### config.mk
export PLATFORM = sky130hd
export DESIGN_NAME = multicycle_ctrl_flat
export DESIGN_NICKNAME = d
export VERILOG_FILES = /design/src/rtl/ctrl_pkg.sv /design/src/rtl/multicycle_ctrl_if.sv /design/src/rtl/alu_ctrl_dec.sv /design/src/rtl/multicycle_ctrl.sv /design/src/flat_wrapper.sv
export SDC_FILE = /design/constraint.sdc
export NUM_CORES = 1
export LEC_CHECK = 0
export CORE_AREA = 2 2 42 74
export CTS_CLUSTER_DIAMETER = 60
export CTS_CLUSTER_SIZE = 40
export DETAILED_ROUTE_END_ITERATION = 10
export DIE_AREA = 0 0 44 76
export PLACE_DENSITY = 0.75
export SLEW_MARGIN = 20
export SYNTH_ARGS = -nofsm -noshare
export SYNTH_HDL_FRONTEND = slang
export SYNTH_SLANG_ARGS = --single-unit
### constraint.sdc
create_clock -name clk -period 2.93 [get_ports clk]
set_clock_uncertainty 0.1 [all_clocks]
set_input_delay 0.879 -clock clk [delete_from_list [all_inputs] [get_ports clk]]
set_output_delay 0.879 -clock clk [all_outputs]
set_load 0.01 [all_outputs]
### src/rtl/ctrl_pkg.sv
`default_nettype none
// ============================================================================
// Package     : ctrl_pkg
// Description : Shared encodings for the multicycle controller. It holds the
//               state codes, supported opcode and funct values, the alu_ctrl
//               codes, the pc_src and alu_src_b mux selects, and a helper
//               that tells whether an opcode is supported.
// Revision    : 1.0 - initial release
// ============================================================================
package ctrl_pkg;

  // State encoding; the codes are visible on the debug state output.
  typedef enum logic [2:0] {
    ST_IDLE   = 3'd0,
    ST_FETCH  = 3'd1,
    ST_DECODE = 3'd2,
    ST_EXEC   = 3'd3,
    ST_MEM    = 3'd4,
    ST_WB     = 3'd5,
    ST_TRAP   = 3'd6
  } state_t;

  // Opcodes (instruction bits [31:26])
  localparam logic [5:0] OP_RTYPE = 6'h00;
  localparam logic [5:0] OP_LW    = 6'h23;
  localparam logic [5:0] OP_SW    = 6'h2B;
  localparam logic [5:0] OP_BEQ   = 6'h04;
  localparam logic [5:0] OP_ADDI  = 6'h08;
  localparam logic [5:0] OP_J     = 6'h02;

  // R-type funct codes (instruction bits [5:0])
  localparam logic [5:0] FN_ADD = 6'h20;
  localparam logic [5:0] FN_SUB = 6'h22;
  localparam logic [5:0] FN_AND = 6'h24;
  localparam logic [5:0] FN_OR  = 6'h25;
  localparam logic [5:0] FN_SLT = 6'h2A;

  // ALU operation codes
  localparam logic [3:0] ALU_AND = 4'd0;
  localparam logic [3:0] ALU_OR  = 4'd1;
  localparam logic [3:0] ALU_ADD = 4'd2;
  localparam logic [3:0] ALU_SUB = 4'd6;
  localparam logic [3:0] ALU_SLT = 4'd7;

  // PC source select
  localparam logic [1:0] PC_SRC_SEQ    = 2'd0;
  localparam logic [1:0] PC_SRC_BRANCH = 2'd1;
  localparam logic [1:0] PC_SRC_JUMP   = 2'd2;

  // ALU B operand select
  localparam logic [1:0] SRC_B_RT      = 2'd0;
  localparam logic [1:0] SRC_B_FOUR    = 2'd1;
  localparam logic [1:0] SRC_B_IMM     = 2'd2;
  localparam logic [1:0] SRC_B_IMM_SL2 = 2'd3;

  // True for opcodes the controller can sequence. The funct field of an
  // R-type instruction is checked separately.
  function automatic logic op_supported(input logic [5:0] op);
    logic ok;
    ok = 1'b0;
    case (op)
      OP_RTYPE, OP_LW, OP_SW, OP_BEQ, OP_ADDI, OP_J: ok = 1'b1;
      default:                                       ok = 1'b0;
    endcase
    return ok;
  endfunction

endpackage
`default_nettype wire

### src/rtl/multicycle_ctrl_if.sv
`default_nettype none
// ============================================================================
// Interface   : multicycle_ctrl_if
// Description : Bundle between the multicycle controller and the datapath.
//   Controller inputs : opcode[5:0], funct[5:0], zero, mem_ready
//   Controller outputs: pc_write, pc_src[1:0], ir_write, mem_read, mem_write,
//                       reg_write, reg_dst, mem_to_reg, alu_src_a,
//                       alu_src_b[1:0], alu_ctrl[3:0], illegal, state[2:0]
//   Modports          : master = controller side, slave = datapath side
// Revision    : 1.0 - initial release
// ============================================================================
interface multicycle_ctrl_if;
  logic [5:0] opcode;
  logic [5:0] funct;
  logic       zero;
  logic       mem_ready;
  logic       pc_write;
  logic [1:0] pc_src;
  logic       ir_write;
  logic       mem_read;
  logic       mem_write;
  logic       reg_write;
  logic       reg_dst;
  logic       mem_to_reg;
  logic       alu_src_a;
  logic [1:0] alu_src_b;
  logic [3:0] alu_ctrl;
  logic       illegal;
  logic [2:0] state;

  modport master (
    input  opcode, funct, zero, mem_ready,
    output pc_write, pc_src, ir_write, mem_read, mem_write, reg_write,
           reg_dst, mem_to_reg, alu_src_a, alu_src_b, alu_ctrl, illegal, state
  );

  modport slave (
    output opcode, funct, zero, mem_ready,
    input  pc_write, pc_src, ir_write, mem_read, mem_write, reg_write,
           reg_dst, mem_to_reg, alu_src_a, alu_src_b, alu_ctrl, illegal, state
  );
endinterface
`default_nettype wire

### src/rtl/alu_ctrl_dec.sv
`default_nettype none
// ============================================================================
// Module      : alu_ctrl_dec
// Description : Combinational ALU operation decode for the multicycle
//               controller.
//   state       in  3  current controller state
//   opcode      in  6  opcode to decode (live in DECODE, latched afterwards)
//   funct       in  6  funct to decode (live in DECODE, latched afterwards)
//   alu_ctrl    out 4  ALU operation for this state
//   rtype_legal out 1  funct is one of the supported R-type operations
// Revision    : 1.0 - initial release
// ============================================================================
module alu_ctrl_dec
  import ctrl_pkg::*;
(
  input  state_t     state,
  input  logic [5:0] opcode,
  input  logic [5:0] funct,
  output logic [3:0] alu_ctrl,
  output logic       rtype_legal
);

  logic [3:0] w_fn_alu;

  always_comb begin
    w_fn_alu    = ALU_AND;
    rtype_legal = 1'b1;
    case (funct)
      FN_ADD:  w_fn_alu = ALU_ADD;
      FN_SUB:  w_fn_alu = ALU_SUB;
      FN_AND:  w_fn_alu = ALU_AND;
      FN_OR:   w_fn_alu = ALU_OR;
      FN_SLT:  w_fn_alu = ALU_SLT;
      default: rtype_legal = 1'b0;
    endcase
  end

  // FETCH computes PC+4 and DECODE the branch target, so both add. The
  // instruction's own operation is held through MEM and WB so that the ALU
  // result stays stable while it is consumed.
  always_comb begin
    alu_ctrl = ALU_AND;
    case (state)
      ST_FETCH, ST_DECODE: alu_ctrl = ALU_ADD;
      ST_EXEC, ST_MEM, ST_WB: begin
        case (opcode)
          OP_RTYPE:            alu_ctrl = w_fn_alu;
          OP_LW, OP_SW, OP_ADDI: alu_ctrl = ALU_ADD;
          OP_BEQ:              alu_ctrl = ALU_SUB;
          default:             alu_ctrl = ALU_AND;
        endcase
      end
      default: alu_ctrl = ALU_AND;
    endcase
  end

endmodule
`default_nettype wire

### src/rtl/multicycle_ctrl.sv
`default_nettype none
// ============================================================================
// Module      : multicycle_ctrl
// Description : Multicycle control FSM that sequences fetch, decode,
//               execute, memory access and writeback. It drives the PC, IR,
//               memory, register-file and ALU strobes.
//   clk   in  1  system clock, rising edge
//   reset in  1  synchronous, active-high reset
//   bus   master modport of multicycle_ctrl_if. It carries opcode, funct,
//         zero and mem_ready in, and all control strobes plus the debug
//         state out.
// Parameter   : MEM_TIMEOUT - maximum number of mem_ready wait cycles in
//               FETCH/MEM; 0 waits forever.
// Build macro : ILLEGAL_TRAP_EN - if defined, an unsupported instruction or a
//               memory timeout parks the FSM in TRAP with a sticky illegal
//               flag. If undefined, an unsupported instruction acts as a NOP,
//               with illegal pulsing for its DECODE cycle, and a timeout
//               returns to FETCH.
// Revision    : 1.0 - initial release
// ============================================================================
module multicycle_ctrl
  import ctrl_pkg::*;
#(
  parameter int MEM_TIMEOUT = 0
) (
  input  logic               clk,
  input  logic               reset,
  multicycle_ctrl_if.master  bus
);

  localparam int CNT_W = (MEM_TIMEOUT > 1) ? $clog2(MEM_TIMEOUT) : 1;
  localparam logic [CNT_W-1:0] CNT_LAST = CNT_W'(MEM_TIMEOUT - 1);

`ifdef ILLEGAL_TRAP_EN
  localparam state_t FAULT_DEST = ST_TRAP;
`else
  localparam state_t FAULT_DEST = ST_FETCH;
`endif

  state_t           r_state;
  state_t           w_state_next;
  logic [5:0]       r_op;
  logic [5:0]       r_fn;
  logic [CNT_W-1:0] r_wait_cnt;

  logic [5:0] w_dec_op;
  logic [5:0] w_dec_fn;
  logic [3:0] w_alu_ctrl;
  logic       w_rtype_legal;
  logic       w_instr_legal;
  logic       w_waiting;
  logic       w_timeout;

  logic       w_pc_write;
  logic [1:0] w_pc_src;
  logic       w_ir_write;
  logic       w_mem_read;
  logic       w_mem_write;
  logic       w_reg_write;
  logic       w_reg_dst;
  logic       w_mem_to_reg;
  logic       w_alu_src_a;
  logic [1:0] w_alu_src_b;
  logic       w_illegal;

  // The IR is loaded at the end of FETCH, so the decoder fields first become
  // valid during DECODE. That cycle has to look at them live. Every later
  // state uses the copies latched at the end of DECODE.
  assign w_dec_op = (r_state == ST_DECODE) ? bus.opcode : r_op;
  assign w_dec_fn = (r_state == ST_DECODE) ? bus.funct  : r_fn;

  alu_ctrl_dec u_alu_ctrl_dec (
    .state       (r_state),
    .opcode      (w_dec_op),
    .funct       (w_dec_fn),
    .alu_ctrl    (w_alu_ctrl),
    .rtype_legal (w_rtype_legal)
  );

  assign w_instr_legal = op_supported(w_dec_op) &&
                         ((w_dec_op != OP_RTYPE) || w_rtype_legal);

  assign w_waiting = ((r_state == ST_FETCH) || (r_state == ST_MEM)) && !bus.mem_ready;
  // Fires on the MEM_TIMEOUT-th consecutive wait cycle.
  assign w_timeout = (MEM_TIMEOUT > 0) && w_waiting && (r_wait_cnt == CNT_LAST);

  always_ff @(posedge clk) begin
    if (reset) begin
      r_state    <= ST_IDLE;
      r_op       <= '0;
      r_fn       <= '0;
      r_wait_cnt <= '0;
    end else begin
      r_state <= w_state_next;
      if (r_state == ST_DECODE) begin
        r_op <= bus.opcode;
        r_fn <= bus.funct;
      end
      // The counter holds zero except while a wait is in progress, so each
      // entry into FETCH/MEM starts counting afresh.
      if ((MEM_TIMEOUT > 0) && w_waiting && !w_timeout)
        r_wait_cnt <= r_wait_cnt + CNT_W'(1);
      else
        r_wait_cnt <= '0;
    end
  end

  always_comb begin
    w_state_next = r_state;
    case (r_state)
      ST_IDLE: w_state_next = ST_FETCH;
      ST_FETCH: begin
        if (bus.mem_ready)  w_state_next = ST_DECODE;
        else if (w_timeout) w_state_next = FAULT_DEST;
      end
      ST_DECODE: w_state_next = w_instr_legal ? ST_EXEC : FAULT_DEST;
      ST_EXEC: begin
        case (r_op)
          OP_RTYPE, OP_ADDI: w_state_next = ST_WB;
          OP_LW, OP_SW:      w_state_next = ST_MEM;
          default:           w_state_next = ST_FETCH;
        endcase
      end
      ST_MEM: begin
        if (bus.mem_ready)  w_state_next = (r_op == OP_LW) ? ST_WB : ST_FETCH;
        else if (w_timeout) w_state_next = FAULT_DEST;
      end
      ST_WB:   w_state_next = ST_FETCH;
      ST_TRAP: w_state_next = ST_TRAP;
      default: w_state_next = ST_IDLE;
    endcase
  end

  always_comb begin
    w_pc_write   = 1'b0;
    w_pc_src     = PC_SRC_SEQ;
    w_ir_write   = 1'b0;
    w_mem_read   = 1'b0;
    w_mem_write  = 1'b0;
    w_reg_write  = 1'b0;
    w_reg_dst    = 1'b0;
    w_mem_to_reg = 1'b0;
    w_alu_src_a  = 1'b0;
    w_alu_src_b  = SRC_B_RT;
    w_illegal    = 1'b0;
    case (r_state)
      ST_FETCH: begin
        w_mem_read  = 1'b1;
        w_alu_src_b = SRC_B_FOUR;
        w_ir_write  = bus.mem_ready;
        w_pc_write  = bus.mem_ready;
      end
      ST_DECODE: begin
        w_alu_src_b = SRC_B_IMM_SL2;
        w_illegal   = !w_instr_legal;
      end
      ST_EXEC: begin
        case (r_op)
          OP_RTYPE: begin
            w_alu_src_a = 1'b1;
            w_alu_src_b = SRC_B_RT;
          end
          OP_LW, OP_SW, OP_ADDI: begin
            w_alu_src_a = 1'b1;
            w_alu_src_b = SRC_B_IMM;
          end
          OP_BEQ: begin
            w_alu_src_a = 1'b1;
            w_alu_src_b = SRC_B_RT;
            w_pc_src    = PC_SRC_BRANCH;
            w_pc_write  = bus.zero;
          end
          OP_J: begin
            w_pc_src   = PC_SRC_JUMP;
            w_pc_write = 1'b1;
          end
          default: ;
        endcase
      end
      ST_MEM: begin
        w_mem_read  = (r_op == OP_LW);
        w_mem_write = (r_op == OP_SW);
      end
      ST_WB: begin
        w_reg_write  = 1'b1;
        w_reg_dst    = (r_op == OP_RTYPE);
        w_mem_to_reg = (r_op == OP_LW);
      end
      ST_TRAP: w_illegal = 1'b1;
      default: ;
    endcase
  end

  // Write strobes are masked while reset is high so that no architectural
  // state changes on the edge that resets the controller.
  assign bus.pc_write   = w_pc_write  & ~reset;
  assign bus.ir_write   = w_ir_write  & ~reset;
  assign bus.mem_write  = w_mem_write & ~reset;
  assign bus.reg_write  = w_reg_write & ~reset;
  assign bus.pc_src     = w_pc_src;
  assign bus.mem_read   = w_mem_read;
  assign bus.reg_dst    = w_reg_dst;
  assign bus.mem_to_reg = w_mem_to_reg;
  assign bus.alu_src_a  = w_alu_src_a;
  assign bus.alu_src_b  = w_alu_src_b;
  assign bus.alu_ctrl   = w_alu_ctrl;
  assign bus.illegal    = w_illegal;
  assign bus.state      = r_state;

endmodule
`default_nettype wire

### src/flat_wrapper.sv
// flat-port wrapper written by rule: the top's interface ports become plain ports
module multicycle_ctrl_flat import ctrl_pkg::*;
#(
  parameter int MEM_TIMEOUT = 0
)
  (clk, reset, bus_opcode, bus_funct, bus_zero, bus_mem_ready, bus_pc_write, bus_pc_src, bus_ir_write, bus_mem_read, bus_mem_write, bus_reg_write, bus_reg_dst, bus_mem_to_reg, bus_alu_src_a, bus_alu_src_b, bus_alu_ctrl, bus_illegal, bus_state);
  multicycle_ctrl_if bus_i ();
  input  logic clk;
  input  logic reset;
  input wire logic [$bits(bus_i.opcode)-1:0] bus_opcode;
  input wire logic [$bits(bus_i.funct)-1:0] bus_funct;
  input wire logic [$bits(bus_i.zero)-1:0] bus_zero;
  input wire logic [$bits(bus_i.mem_ready)-1:0] bus_mem_ready;
  output wire logic [$bits(bus_i.pc_write)-1:0] bus_pc_write;
  output wire logic [$bits(bus_i.pc_src)-1:0] bus_pc_src;
  output wire logic [$bits(bus_i.ir_write)-1:0] bus_ir_write;
  output wire logic [$bits(bus_i.mem_read)-1:0] bus_mem_read;
  output wire logic [$bits(bus_i.mem_write)-1:0] bus_mem_write;
  output wire logic [$bits(bus_i.reg_write)-1:0] bus_reg_write;
  output wire logic [$bits(bus_i.reg_dst)-1:0] bus_reg_dst;
  output wire logic [$bits(bus_i.mem_to_reg)-1:0] bus_mem_to_reg;
  output wire logic [$bits(bus_i.alu_src_a)-1:0] bus_alu_src_a;
  output wire logic [$bits(bus_i.alu_src_b)-1:0] bus_alu_src_b;
  output wire logic [$bits(bus_i.alu_ctrl)-1:0] bus_alu_ctrl;
  output wire logic [$bits(bus_i.illegal)-1:0] bus_illegal;
  output wire logic [$bits(bus_i.state)-1:0] bus_state;
  assign bus_i.opcode = bus_opcode;
  assign bus_i.funct = bus_funct;
  assign bus_i.zero = bus_zero;
  assign bus_i.mem_ready = bus_mem_ready;
  assign bus_pc_write = bus_i.pc_write;
  assign bus_pc_src = bus_i.pc_src;
  assign bus_ir_write = bus_i.ir_write;
  assign bus_mem_read = bus_i.mem_read;
  assign bus_mem_write = bus_i.mem_write;
  assign bus_reg_write = bus_i.reg_write;
  assign bus_reg_dst = bus_i.reg_dst;
  assign bus_mem_to_reg = bus_i.mem_to_reg;
  assign bus_alu_src_a = bus_i.alu_src_a;
  assign bus_alu_src_b = bus_i.alu_src_b;
  assign bus_alu_ctrl = bus_i.alu_ctrl;
  assign bus_illegal = bus_i.illegal;
  assign bus_state = bus_i.state;
  multicycle_ctrl #(.MEM_TIMEOUT(MEM_TIMEOUT)) u_core (.clk(clk), .reset(reset), .bus(bus_i));
endmodule
==> impl_metrics.yaml <==
floorplanning:
  die_h_um: 76
  dieArea_um2: 3340
  pin_count: 36
  start_util_pct: 37.9
  rows: 26
  die_x_um: 44
  core_area_um2: 2800
timing:
  min_period_ps: 3180
  clock.fmax_ghz: 0.315
  setup_ws_ps: -246
  finalSetupViolCount: 5
  fin_crit_sh_pct: 108
  slew_violations: 0
  finalHoldViolations: 0
  rsz0062_at_grt: "true"
  fin_setup_tns_ps: -472
final_layout:
  final_util_pct: 73.7
  fin_cells: 258
  final_common_cell: "buf_4"
  fin_nets: 247
  fin_area_um2: 2060
  n_fill_cell: 200
  drive_above_1_share_pct: 47.8
  antenna_cells: 0
  area_growth_pct: 94.6
  mostFrequentLayoutCells: "buf_4 (45), nand2_1 (22), nor2_1 (16)"
yosys:
  syn_nets: 163
  synth_area_leaders: "dfxtp_1 (28%), nand2_1 (8.1%), a21oi_1 (6.6%), nor2_1 (5.7%), nor3_1 (4.3%)"
  syn_area_um2: 1060
  syn_inst: 147
  synth_cell_types: 42
  synth_area_per_cell_um2: 7.21
  seq_area_frac_synth_pct: 28.3
  synth_area_leader_cell: "dfxtp_1"
  synth_top_area_share_pct: 28.3
  yosysWarnings: 0
  ys_ff_latch: 15
routing:
  firstDrtPassIters: 4
  vias: 1457
  postRouteAntennaNets: 0
  wl_per_cell_um: 16.2
  vias_per_cell: 5.65
  wirelength_um: 4190
  drc: 0
  drt-initial-drc-count: 45
status:
  status: "complete, but fails checks"
  violations: "setup timing"
grt:
  grt_pass1_vias: 1414
  grt.overflow.total: 0
  antenna_found_initial: 0
  grt_max_degree: 13
  grt_usage_pct: 25.4
  grt_pass1_wl_um: 6420
clocking:
  cts-root-buf: "clkbuf_8"
  cts.sinks: 15
  insertion_delay_ps: 250
  cts_made_buffers: 3
  cts_buffer_depth: 2
  cts.clk_slew.worst_paths_ps: 60
  h-tree-depth: 1
  cts_tree: "done"
min_path:
  hp-class: "flop to flop"
placement:
  place_ws_ps: -1030
  placed_area_um2: 1690
  dpl.cell_count: 237
  io_buffers: 34
  dpl.hpwl_um: 2730
  gp_congestion: 0.971
pwr:
  p_leak_nw: 0.942
  vdd_drop_max_v: 0.000248
  powerDensity_nw_per_um2: 270
setup_path:
  worstPathArrival_ps: 2200
  critPathMaxFanout: 2
  startpoint_type: "primary input"
  worstSetupEndpointType: "output pin"
  critPathKind: "primary input to output pin"
  cp.required_ps: 1950
  slowest_delay_ps: 500
  path_cells: "buf_6 > nand2b_4 > or4_4 > o22ai_4 > a221oi_2 > a211oi_2 > buf_2"
  slowest_stage: "or4_4"
job:
  drv_cap: 0
[layout make-up]
| class | count | area [µm²] | area share [%] |
|---|---|---|---|
| Inverter | 3 | 11.3 | 0.546 |
| Clock buffer | 4 | 45.0 | 2.18 |
| Sequential cell | 15 | 303 | 14.7 |
| Multi-Input combinational cell | 118 | 912 | 44.2 |
| Timing Repair Buffer | 90 | 756 | 36.7 |
| Tap cell | 28 | 35.0 | 1.70 |
[where the power goes]
group	internal [W]	switching [W]	total, W
Sequential	0.000210	0.00000645	0.000217
Combinational	0.0000925	0.0000768	0.000169
Clock	0.0000962	0.0000737	0.000170
Total	0.000399	0.000157	0.000556
[metal layers]
metal	GRT usage, %	vias to the layer above	wire [µm]
met2	43.7	50	2270
met1	26.6	702	1520
met3	3.79	20	156
met5	0	-	0
met4	17.3	0	242
li1	-	685	-
[through the flow]
stage	total power (W)	hold slack (ps)
finish	0.000556	361
global route	0.000578	388
CTS	0.000538	358
detailed placement	0.000357	349
global placement	0.000354	342
floorplan	0.000274	332
[final timing paths]
path / start / to / slack (ps) / cells after the start
setup reg to reg: u_core.bus.state[1] / u_core.bus.state[1] / 280 / 16
hold reg to reg: u_core.r_fn[5] / u_core.r_fn[5] / 360 / 2
hold / removal: u_core.r_fn[5] / u_core.r_fn[5] / 360 / 2
setup / recovery: bus_funct[4] / bus_alu_ctrl[1] / -250 / 7
[what timing repair did]
| action | in CTS | in global routing |
|---|---|---|
| hold buffers | 0 | 0 |
| pin swaps | 15 | 16 |
| gates resized for setup | 97 | 42 |
| endpoints found under the setup margin | 13 | 10 |
| setup buffers | 15 | 2 |
| gates cloned | 0 | 0 |
[cell usage after synthesis (all sizes together)]
library cell and n:
and3 2, o22ai 1, a311oi 1, o211ai 1, nand2b 6, a22o 1
maj3 1, nor4b 1, a21oi 14, a2111oi 1, nor3b 1, nor2 16
xor2 2, nand2 23, o21bai 1, inv 3, dfxtp 15, o21ba 1
nor3 9, a21boi 2, or2 1, a211o 1, nand4b 3, a221oi 2
or3b 1, clkbuf 9, mux2i 4, and4 1, o21ai 2, o31ai 2
o21a 1, nor2b 6, a211oi 3, buf 2, nand3 2, nor4 1
conb 1, o32ai 1, and4bb 1, or4 1
[kinds of logic after synthesis]
kind of cell               count (synthesis)  synth area share (%)
other                                      1                 0.354
adders and majority gates                  1                 0.945
AOI/OAI and AO/OA                         35                  23.0
xor gates and xnor gates                   2                  1.65
and+or+nand+nor                           75                  36.5
muxes                                      4                  3.78
DFF                                       15                  28.3
buffers and inverters                     14                  5.43
[state kept, by name, summed over array words and instances (netlist names)]
name,cells
u_core.bus.state,3
u_core.r_op,6
u_core.r_fn,6
[critical path, delay by kind of cell]
kind            cells  cell delay [ps]
compound gates      3              430
simple gates        2              630
buf+inv             2              250
Power figures use the tool's default switching activity.
